**config.mk**
```make
export PLATFORM = sky130hd
export DESIGN_NAME = fp_round_pipe
export DESIGN_NICKNAME = d
export VERILOG_FILES = /design/src/rtl/fp_round_pipe_pkg.sv /design/src/rtl/fp_round_pipe_decide.sv /design/src/rtl/fp_round_pipe.sv
export SDC_FILE = /design/constraint.sdc
export NUM_CORES = 1
export LEC_CHECK = 0
export CAP_MARGIN = 10
export CORE_MARGIN = 2
export CORE_UTILIZATION = 52
export DETAILED_ROUTE_END_ITERATION = 10
export PLACE_DENSITY = 0.85
export SLEW_MARGIN = 20
export SYNTH_ARGS = -nofsm -noshare
export SYNTH_HDL_FRONTEND = slang
export SYNTH_HIERARCHICAL = 1
export SYNTH_SLANG_ARGS = --single-unit
```
**constraint.sdc**
```tcl
create_clock -name clk -period 5.95 [get_ports clk]
set_input_delay 1.4875 -clock clk [delete_from_list [all_inputs] [get_ports clk]]
set_output_delay 1.4875 -clock clk [all_outputs]
set_load 0.01 [all_outputs]
```
**src/rtl/fp_round_pipe_pkg.sv**
```systemverilog
// fp_round_pipe_pkg -- shared FPU constants for single-precision rounding.
//   rm_e            : rounding-mode encoding (RNE, RZ, RU, RD)
//   EXP_MAX_FINITE  : largest finite biased exponent
//   EXP_INF         : exponent of infinity / NaN
//   inf_pattern()   : signed infinity
//   max_finite()    : signed largest finite value
//   overflow_to_inf : whether an overflowing result becomes infinity under rm
`timescale 1ns/1ps
package fp_round_pipe_pkg;

  typedef enum logic [1:0] {
    RM_RNE = 2'b00,
    RM_RZ  = 2'b01,
    RM_RU  = 2'b10,
    RM_RD  = 2'b11
  } rm_e;

  localparam logic [7:0]  EXP_MAX_FINITE = 8'hFE;
  localparam logic [7:0]  EXP_INF        = 8'hFF;
  localparam logic [22:0] FRAC_ALL_ONES  = 23'h7F_FFFF;

  function automatic logic [31:0] inf_pattern(input logic sign);
    return {sign, EXP_INF, 23'd0};
  endfunction

  function automatic logic [31:0] max_finite(input logic sign);
    return {sign, EXP_MAX_FINITE, FRAC_ALL_ONES};
  endfunction

  // Round-to-nearest and the directed mode pointing away from zero saturate
  // to infinity; the inward-pointing modes saturate to max-finite.
  function automatic logic overflow_to_inf(input rm_e rm, input logic sign);
    return (rm == RM_RNE) || (rm == RM_RU && !sign) || (rm == RM_RD && sign);
  endfunction

endpackage

```
**src/rtl/fp_round_pipe_decide.sv**
```systemverilog
// fp_round_decide -- combinational rounding decision, reusable by any rounder.
//   rm      : rounding mode
//   sign    : sign of the value
//   frac    : lsb (bit 8), guard (bit 7) and sticky source bits (6:0)
//   incr    : add one ulp to the kept significand
//   inexact : discarded bits are non-zero
`timescale 1ns/1ps
module fp_round_decide
  import fp_round_pipe_pkg::*;
(
  input  rm_e        rm,
  input  logic       sign,
  input  logic [8:0] frac,
  output logic       incr,
  output logic       inexact
);

  logic lsb;
  logic guard;
  logic sticky;

  assign lsb     = frac[8];
  assign guard   = frac[7];
  assign sticky  = |frac[6:0];
  assign inexact = guard | sticky;

  always_comb begin
    // NOTE: a default before the case keeps every path assigned, so no latch.
    incr = 1'b0;
    case (rm)
      RM_RNE:  incr = guard & (sticky | lsb);
      RM_RZ:   incr = 1'b0;
      RM_RU:   incr = inexact & !sign;
      RM_RD:   incr = inexact & sign;
      default: incr = 1'b0;
    endcase
  end

endmodule

```
**src/rtl/fp_round_pipe.sv**
```systemverilog
// fp_round_pipe -- two-stage rounder from a normalized 32-bit significand to
// IEEE-754 single precision, with valid/ready handshakes on both sides.
//   clk, rst                  : clock, synchronous active-high reset
//   in_valid / in_ready       : operand handshake
//   in_sign, in_exp, in_frac  : operand (in_frac[31] hidden one, [7:0] round bits)
//   in_zero                   : operand is exactly zero
//   rm                        : rounding mode, captured with the operand
//   out_valid / out_ready     : result handshake
//   out_a                     : packed single-precision result
//   out_inexact, out_overflow : exception flags
// S1 holds the decoded operand and the round decision; S2 holds the packed
// result and drives the outputs directly, so they stay stable while stalled.
`timescale 1ns/1ps
module fp_round_pipe
  import fp_round_pipe_pkg::*;
(
  input  logic        clk,
  input  logic        rst,
  input  logic        in_valid,
  output logic        in_ready,
  input  logic        in_sign,
  input  logic [7:0]  in_exp,
  input  logic [31:0] in_frac,
  input  logic        in_zero,
  input  logic [1:0]  rm,
  output logic        out_valid,
  input  logic        out_ready,
  output logic [31:0] out_a,
  output logic        out_inexact,
  output logic        out_overflow
);

  // ---------------- S1: decode / round decision ----------------
  logic        s1_valid;
  logic        s1_sign;
  logic        s1_zero;
  rm_e         s1_rm;
  logic [7:0]  s1_exp;
  logic [22:0] s1_frac;
  logic        s1_incr;
  logic        s1_inexact;
  logic        s1_guard;

  logic        dec_incr;
  logic        dec_inexact;
  logic        s2_advance;

  // The hidden one is implied by normalization and rebuilt in S2.
  logic        unused_hidden;
  assign unused_hidden = in_frac[31];

  assign s2_advance = !out_valid | out_ready;
  assign in_ready   = !rst & (!s1_valid | s2_advance);

  fp_round_decide u_decide (
    .rm      (rm_e'(rm)),
    .sign    (in_sign),
    .frac    (in_frac[8:0]),
    .incr    (dec_incr),
    .inexact (dec_inexact)
  );

  always_ff @(posedge clk) begin
    // NOTE: state uses non-blocking assignments so every register samples
    // pre-edge values regardless of block order.
    if (rst)           s1_valid <= 1'b0;
    else if (in_ready) s1_valid <= in_valid;
  end

  // NOTE: payload registers carry no reset; s1_valid qualifies them.
  always_ff @(posedge clk) begin
    if (in_valid && in_ready) begin
      s1_sign    <= in_sign;
      s1_zero    <= in_zero;
      s1_rm      <= rm_e'(rm);
      s1_exp     <= in_exp;
      s1_frac    <= in_frac[30:8];
      s1_incr    <= dec_incr;
      s1_inexact <= dec_inexact;
      s1_guard   <= in_frac[7];
    end
  end

  // ---------------- S2: increment / renormalize / pack ----------------
  logic [24:0] sum;
  logic        carry;
  logic [7:0]  exp_r;
  logic [22:0] frac_r;
  logic        ovf;
  logic [31:0] nxt_a;
  logic        nxt_inexact;
  logic        nxt_overflow;

  always_comb begin
    sum    = {2'b01, s1_frac} + {24'd0, s1_incr};
    carry  = sum[24];
    exp_r  = s1_exp + {7'd0, carry};
    frac_r = carry ? 23'd0 : sum[22:0];
    // Overflow is judged on magnitude: either this mode's own increment
    // carries the exponent to 0xFF, or the operand sits at or above the
    // midpoint past max-finite (where round-to-nearest would carry). The
    // inward-pointing modes then saturate instead of reaching infinity.
    ovf = (exp_r == EXP_INF) ||
          (s1_exp == EXP_MAX_FINITE && s1_frac == FRAC_ALL_ONES && s1_guard);

    nxt_a        = {s1_sign, exp_r, frac_r};
    nxt_inexact  = s1_inexact;
    nxt_overflow = 1'b0;
    if (s1_zero) begin
      nxt_a       = {s1_sign, 31'd0};
      nxt_inexact = 1'b0;
    end else if (ovf) begin
      nxt_a        = overflow_to_inf(s1_rm, s1_sign) ? inf_pattern(s1_sign)
                                                     : max_finite(s1_sign);
      nxt_inexact  = 1'b1;
      nxt_overflow = 1'b1;
    end
  end

  always_ff @(posedge clk) begin
    if (rst) begin
      out_valid    <= 1'b0;
      out_a        <= 32'd0;
      out_inexact  <= 1'b0;
      out_overflow <= 1'b0;
    end else if (s2_advance) begin
      out_valid <= s1_valid;
      if (s1_valid) begin
        out_a        <= nxt_a;
        out_inexact  <= nxt_inexact;
        out_overflow <= nxt_overflow;
      end
    end
  end

endmodule

```
=== Word level (Yosys, flattened, before mapping) ===
Index checks and enable logic that the tools add are counted.

* Register bits after elaboration: 74
* Input bits: 48
* Output and inout bits: 36
* Logic and storage cells: 57

* Add/sub/neg operators: 2
* Equality and inequality tests: 8
* Mux-type cells: 9
* Bitwise operators: 8
* Reduce and logical (&&, ||, !) cells: 17

{| class="wikitable"
|+ Operators with widths
! operator !! number
|-
| 31-bit 2-to-1 mux || 2
|-
| 24-bit by 1-bit adder with 25-bit output || 1
|-
| 24-bit 2-to-1 mux || 1
|-
| 23-bit equality test (second input constant) || 1
|-
| 23-bit 2-to-1 mux || 1
|-
| 8-bit equality test (second input constant) || 2
|-
| 8-bit by 1-bit adder with 8-bit output || 1
|-
| 2-bit equality test (second input constant) || 4
|-
| 7-bit OR reduction || 1
|-
| 1-bit logical AND || 5
|-
| 1-bit logical NOT || 5
|-
| 1-bit AND || 4
|-
| 2-bit logical NOT || 2
|-
| 1-bit 2-to-1 mux || 4
|-
| 1-bit OR || 4
|-
| 1-bit case mux with 4 select lines || 1
|-
| 1-bit logical OR || 3
|-
| 2-bit by 1-bit equality test with 1-bit output (second input constant) || 1
|-
| 2-bit AND reduction || 1
|}

=== Logic depth before layout (Yosys ltp) ===
Gate-level depths: netlist of run 1.

* Depth after elaboration: 7
* Gate-level depth with buffers: 15
* Depth with buffers taken out: 13

=== By module ===
The synthesis of run 1 kept the hierarchy.

{| class="wikitable"
|+ By module, submodules not included
! module !! times used !! cells an instance !! area each (µm²) !! seq. area each (µm²)
|-
| fp_round_pipe || 1 || 283 || 3134.3 || 1861.8
|-
| fp_round_decide || 1 || 10 || 76.3 || 0.0
|}

=== Worst setup path after synthesis of run 1 ===
OpenSTA, ideal clock, no wires.

* Path type: in2out
* Start: input port rst
* End: output port in_ready
* Arrival time: 1.920 ns
* Data required time: 4.463 ns
* Setup slack: 2.542 ns
* Stages on the path: 2
* Path buffers: 1
* Path through: clkbuf_1 > a21oi_1

* Longest elaborated chain between the ends: 2

{| class="wikitable"
|+ RTL lines
! item !! line !! text
|-
| start: declaration || fp_round_pipe.sv:18 || <nowiki>input logic rst,</nowiki>
|-
| 1-bit logical NOT || fp_round_pipe.sv:53 || <nowiki>assign in_ready = !rst & (!s1_valid | s2_advance);</nowiki>
|-
| 1-bit AND || fp_round_pipe.sv:53 ||
|-
| end: declaration || fp_round_pipe.sv:20 || <nowiki>output logic in_ready,</nowiki>
|}

No other way between the ends.

=== Worst setup path in the final report of run 1 ===
Same ends and word-level chain as after synthesis.

==> metrics, run 1 <==
status completed; M3 GR Usage 4.13%; Antenna Cells 0; crit end category primary output; Final Hold Viols 0; Crit Path Class primary input to primary output; Crit Path Max Fanout 11; Period Utilization, post-route 74.2%; via count 2,484; CTS Root Cell clkbuf_8; most common cell after layout, fill and taps aside clkdlybuf4s50_1; I/O Pins 84; Max Slew Vio Count 0; Synth Register Bits 74; GP Congestion 0.845; Syn Inst Count between 200 and 300; highest-count cells in the layout ignoring fill and taps clkdlybuf4s50_1 (82), edfxtp_1 (38), dfxtp_1 (36), nand2_1 (34), nor2_1 (28); met1 Track Usage GR 26.9%; Synth Area in Adders 1.56%; LEAKAGE around 0.0015 uW; Multi-input gate area 0.00127 sq mm; CP arrival 2.93 ns; routed vias/inst 5.42; Reg clk slew, reported paths about 0.07 ns; Core Rows 28; Worst Max-Slew Pin Slew 0.539 ns; post-CTS sizing 0; ys async rst share 0%; mux cell area share after synthesis less than 1%; Slew HR 64.0%; # fillers 445; Clock Path Buffers 2; port bufs 82; Post-Syn Area per Cell 11.0 sq um; cell area after synthesis between 0.003 and 0.004 sq mm; initial DRC count 131; H-Tree Depth 3; 1st-pass router iterations 4; synth warn 6; CTS Hold Buffers Added 0; CORE AREA between 0.005 and 0.006 sq mm; post-layout min period 4.42 ns; initial antenna violation count 0; predominant post-synthesis flop cell edfxtp_1; worst hold path type register to register; Die ar. 0.00682 sq mm; worst-skew pair later-pin latency 0.35 ns; grt peak-use layer met2; Max Freq 226 MHz; maximum vdd drop 156 uV; TritonCTS buffer count 9; vias in the first global route 2,335; nets 430; Worst Hold Slack roughly 0.45 ns; Layout area overhead 32.7%; Storage cell area between 0.0015 and 0.002 sq mm; syn nets 345; Post-synth EDFFs 38; XOR/XNOR Fraction of Synth Area slightly above 7%; number of distinct library cells after synthesis 47; RSZ-0062 raised after global routing false; Total GRT Usage 21.4%; compound-gate portion of the synthesized area 12.0%; WL final between 6000 and 7000 um; startpoint types primary input; total negative slack 0 ns; pwr dens roughly 240 mW/mm^2; register area share after synthesis between 50 and 60%; simple-gate share of the synthesized area 18.2%; final setup fails 0; die width 82.6 um; M2 GR Usage 34.4%; Post-DRT Antenna Nets 0; largest family of logic cells by synthesized area simple AND/OR/NAND/NOR gates; Routed WL per cell around 15 um; WHS Path Cells 2; die height 82.6 um; dpl hpwl approximately 5100 um; largest net degree at the start of global routing 39; Starting Density 53.9%; R2R cell count 13; Residual DRC 0; layout cells sized above 1 7.57%; post-CTS setup buffer count 0; MaxCap Viol Count 0; Worst Path Required 4.46 ns; first-pass GRT wire length 10,800 um; clk sinks 74; CTS tree built; Layout Skew 0.00782 ns; grt total ovfl 0
-- final cells by class --
| class | count | share of cell area (%) |
|---|---|---|
| well taps | 75 | 2.20 |
| repair buffers | 84 | 19.6 |
| clock inverters | 6 | 0.910 |
| inverters | 3 | 0.264 |
| clock buffers | 10 | 3.49 |
| multi-input cells | 206 | 29.8 |
| flip-flops and latches | 74 | 43.7 |
-- synthesized netlist by cell type, types with 2 or more instances --
cell type   n  area, sq um
dfxtp_1    36          721
nand4_1     9         56.3
xor2_1      6         52.6
a22oi_1     2         15.0
o21ai_1    19         95.1
a21oi_1    14         70.1
nor3_1      3         15.0
a22o_1      6         52.6
edfxtp_1   38         1140
clkbuf_1    6         22.5
inv_1       3         11.3
nor2b_1     6         37.5
nor2_1     28          105
nand2b_1    2         12.5
buf_6       2         22.5
and2_1      2         12.5
nand3_1    13         65.1
ha_1        4         50.1
mux2i_1     2         20.0
nand2_1    34          128
nand4_2     2         25.0
and3_1      4         25.0
nor4_1      3         18.8
a21o_1      4         30.0
o21ai_0     4         20.0
xnor2_1    20          175
-- through the flow --
stage | std cells | utilization (%) | total power [uW] | worst slack, ns | area (sq um)
after global routing | 458 | 71.5 | 1070 | 1.48 | 4260
after floorplan | 293 | - | 621 | 2.54 | 3210
after detailed placement | 442 | 68.4 | 679 | 1.54 | 4070
final | 458 | 71.5 | 1030 | 1.53 | 4260
after global placement | 442 | 68.4 | 675 | 1.59 | 4070
after CTS | 458 | 71.5 | 1030 | 1.54 | 4260
-- worst max-delay path: stages --
cell             delay (ns)
clkdlybuf4s50_1        0.62
a21oi_1                0.26
clkdlybuf4s50_1        0.57
-- report_power, final --
part	total, uW	switching (uW)	internal (uW)
combinational	96.2	40.3	55.9
clock	361	185	176
sequential	571	14.0	557
-- path summary, 6_finish.rpt --
kind | from | to | slack, ns
worst max register to register | s1_frac[0]$_DFFE_PP_ | out_a[13]$_SDFFE_PP0P_ | 2.12
worst min register to register | out_a[14]$_SDFFE_PP0P_ | out_a[14]$_SDFFE_PP0P_ | 0.45
worst max-delay path | rst | in_ready | 1.53
worst min-delay path | out_a[14]$_SDFFE_PP0P_ | out_a[14]$_SDFFE_PP0P_ | 0.45
-- state kept, by name, indices dropped and copies added, names as in the netlist --
name	count
s1_frac	23
out_overflow	1
s1_guard	1
s1_exp	8
s1_incr	1
s1_sign	1
s1_inexact	1
s1_zero	1
s1_valid	1
s1_rm	2
out_valid	1
out_inexact	1
out_a	32
-- cells by family (layout without fill, tap and decap cells) --
| logic type | count (synthesis) | count (layout) |
|---|---|---|
| AO/OA/AOI/OAI | 60 | 60 |
| multiplexers | 2 | 2 |
| AND/OR/NAND/NOR | 114 | 114 |
| adder cells (fa/ha/maj) | 4 | 4 |
| flip-flops | 74 | 74 |
| buffers and inverters | 13 | 103 |
| XOR/XNOR | 26 | 26 |
-- per-layer routing --
metal	wire length (um)	vias to the layer above
li1	-	1231
met1	2790	1129
met2	3230	104
met3	456	20
met4	213	0
met5	0	-
Power figures use the tool's default switching activity.
==> inputs of run 2 (changes only) <==
- CORE_UTILIZATION: 52 -> 48
- PLACE_DENSITY: 0.85 -> 0.79
- clock period: 5.95 -> 4.55 ns (I/O delays scaled with it)
==> run 2 against run 1 <==
Effect of this change: final area grew 0.76%; the flow now finishes with violations (design-rule violations); clock power grew 42%; flip-flop and latch count is the same; critical endpoint unchanged; hold slack is essentially flat.
==> metrics, run 2 (synthesis results as in run 1) <==
status complete, but fails checks (was completed); failing checks design-rule violations; Post-DRT Antenna Nets 0 (unchanged); FF-to-FF Start s1_frac[0]$_DFFE_PP_ (unchanged); TritonCTS buffer count 9 (unchanged); WL final 6560 um (was 6690 um); RSZ-0062 raised after global routing false (unchanged); Residual DRC 5 (was 0); worst-skew pair later-pin latency 0.35 ns (about the same); WHS Path Cells 2 (unchanged); via count 2,453 (was 2,484); H-Tree Depth 3 (unchanged); dpl hpwl 4920 um (was 5100 um); Slew HR 66.0% (was 64.0%); Worst Path Required 3.41 ns (was 4.46 ns); Die ar. 0.00736 sq mm (was 0.00682 sq mm); startpoint types primary input (unchanged); CP arrival 2.44 ns (was 2.93 ns); Antenna Cells 0 (unchanged); post-CTS setup buffer count 0 (unchanged); die height 85.8 um (was 82.6 um); first-pass GRT wire length 11,000 um (was 10,800 um); Largest register FFs 32 (unchanged); Layout Skew 0.00716 ns (was 0.00782 ns); final setup fails 0 (unchanged); routed vias/inst 5.31 (was 5.42); initial antenna violation count 0 (unchanged); flop2flop setup slack 1.06 ns (was 2.12 ns); Max Freq 279 MHz; Comb pwr share 9.0% (was 9.4%); Critical R2R Capture out_a[8]$_SDFFE_PP0P_ (was out_a[13]$_SDFFE_PP0P_); Layout area overhead 33.7% (was 32.7%); hold wc startpoint out_inexact$_SDFFE_PP0P_ (was out_a[14]$_SDFFE_PP0P_); Worst Max-Slew Pin Slew 0.509 ns (was 0.539 ns); MaxCap Viol Count 0 (unchanged); clk sinks 74 (unchanged); Design Area, Final 0.00429 sq mm (was 0.00426 sq mm); initial DRC count 123 (was 131); highest-count cells in the layout ignoring fill and taps clkdlybuf4s50_1 (82), edfxtp_1 (38), dfxtp_1 (36), nand2_1 (34), nor2_1 (28) (unchanged); final total power 1390 uW (was 1030 uW); CORE AREA 0.00642 sq mm (was 0.00596 sq mm); LEAKAGE 0.00155 uW (was 0.00153 uW); 1st-pass router iterations 7 (was 4); die width 85.8 um (was 82.6 um); Clock Path Buffers 2 (unchanged); CTS Hold Buffers Added 0 (unchanged); Period Utilization, post-route 78.6%; total negative slack 0 ns (unchanged); grt total ovfl 0 (unchanged); Crit Path Class primary input to primary output (unchanged); port bufs 82 (unchanged); WHS Endpoint out_inexact$_SDFFE_PP0P_ (was out_a[14]$_SDFFE_PP0P_); Total GRT Usage 19.3% (was 21.4%); Flop pwr share 53.9% (was 55.5%); post-layout min period 3.58 ns; CTS Root Cell clkbuf_8 (unchanged); layout cells sized above 1 8.05% (was 7.57%); I/O Pins 84 (unchanged); Worst Hold Slack 0.448 ns (about the same); CTS tree built (unchanged); worst hold path type register to register (unchanged); Starting Density 50.0% (was 53.9%); switching pwr 304 uW (was 240 uW); post-CTS sizing 0 (unchanged); maximum vdd drop 172 uV (was 156 uV); largest register by flop count out_a (unchanged); GP Congestion 0.844 (was 0.845); R2R cell count 13 (unchanged); vias in the first global route 2,393 (was 2,335); most common cell after layout, fill and taps aside clkdlybuf4s50_1 (unchanged); Post-DP Area 0.00409 sq mm (was 0.00407 sq mm); Routed WL per cell 14.2 um (was 14.6 um); switch share 21.9% (was 23.3%); nets 432 (was 430); Clock power frac 37.1% (was 35.1%); Core Rows 29 (was 28); Max Slew Vio Count 0 (unchanged); Reg clk slew, reported paths 0.07 ns (about the same); Crit Path Max Fanout 11 (unchanged); Final Hold Viols 0 (unchanged); Pint 1080 uW (was 789 uW); Regs by FF count out_a x32, s1_frac x23, s1_exp x8 (unchanged); largest net degree at the start of global routing 39 (unchanged); pwr dens 323 mW/mm^2 (was 241 mW/mm^2); crit end category primary output (unchanged)
-- run 2: cell count changes in the layout (fill, tap and decap cells not counted), sizes merged --
cell,change
bufinv,+1
clkinv,-2
buf,+2
clkbuf,+1
-- run 2: metal layers --
layer	routed length (um)	part of all wire, %	GRT usage, %
met1	3000	46	25.5
met2	3110	47	30.1
met3	341	5.2	5.68
met4	95	1.4	7.65
met5	0	0	0
-- run 2: power groups by stage --
| stage | Clock, uW | Combinational (uW) | Sequential [uW] |
|---|---|---|---|
| 3_5_place_dp | 0 | 126 | 762 |
| 6_report | 514 | 125 | 747 |
| 2_1_floorplan | 0 | 50.0 | 763 |
| 4_1_cts | 529 | 126 | 747 |
| 3_3_place_gp | 0 | 123 | 761 |
| 5_1_grt | 559 | 137 | 750 |
-- run 2: area by class of cell --
type,instances,area [sq um]
multi-input cells,206,1270
fillers,517,2130
clock buffers,11,151
well taps,77,96.3
flip-flops and latches,74,1860
repair buffers,86,851
clock inverters,5,51.3
inverters,3,11.3
-- run 2: how the worst max path moves through the flow --
stage,start,end,slack [ns],cells after the start
final,rst,in_ready,0.97,4
after global routing,s1_frac[0]$_DFFE_PP_,out_a[6]$_SDFFE_PP0P_,0.72,13
after CTS,rst,in_ready,0.98,4
after detailed placement,rst,in_ready,0.98,4
after global placement,rst,in_ready,1.01,4
after floorplan,s1_frac[0]$_DFFE_PP_,out_a[23]$_SDFFE_PP0P_,1.53,15
-- run 2: through the flow --
step           utilization, %  setup slack (ns)  cells
2_1_floorplan               -              1.53    293
3_3_place_gp             63.7              1.01    446
3_5_place_dp             63.7             0.980    446
4_1_cts                  66.8             0.975    462
5_1_grt                  66.8             0.722    462
6_report                 66.8             0.972    462
-- run 2: worst max-delay path, stage by stage --
cell	delay, ns
clkdlybuf4s50_1	0.40
buf_4	0.17
a21oi_1	0.17
clkdlybuf4s50_1	0.56
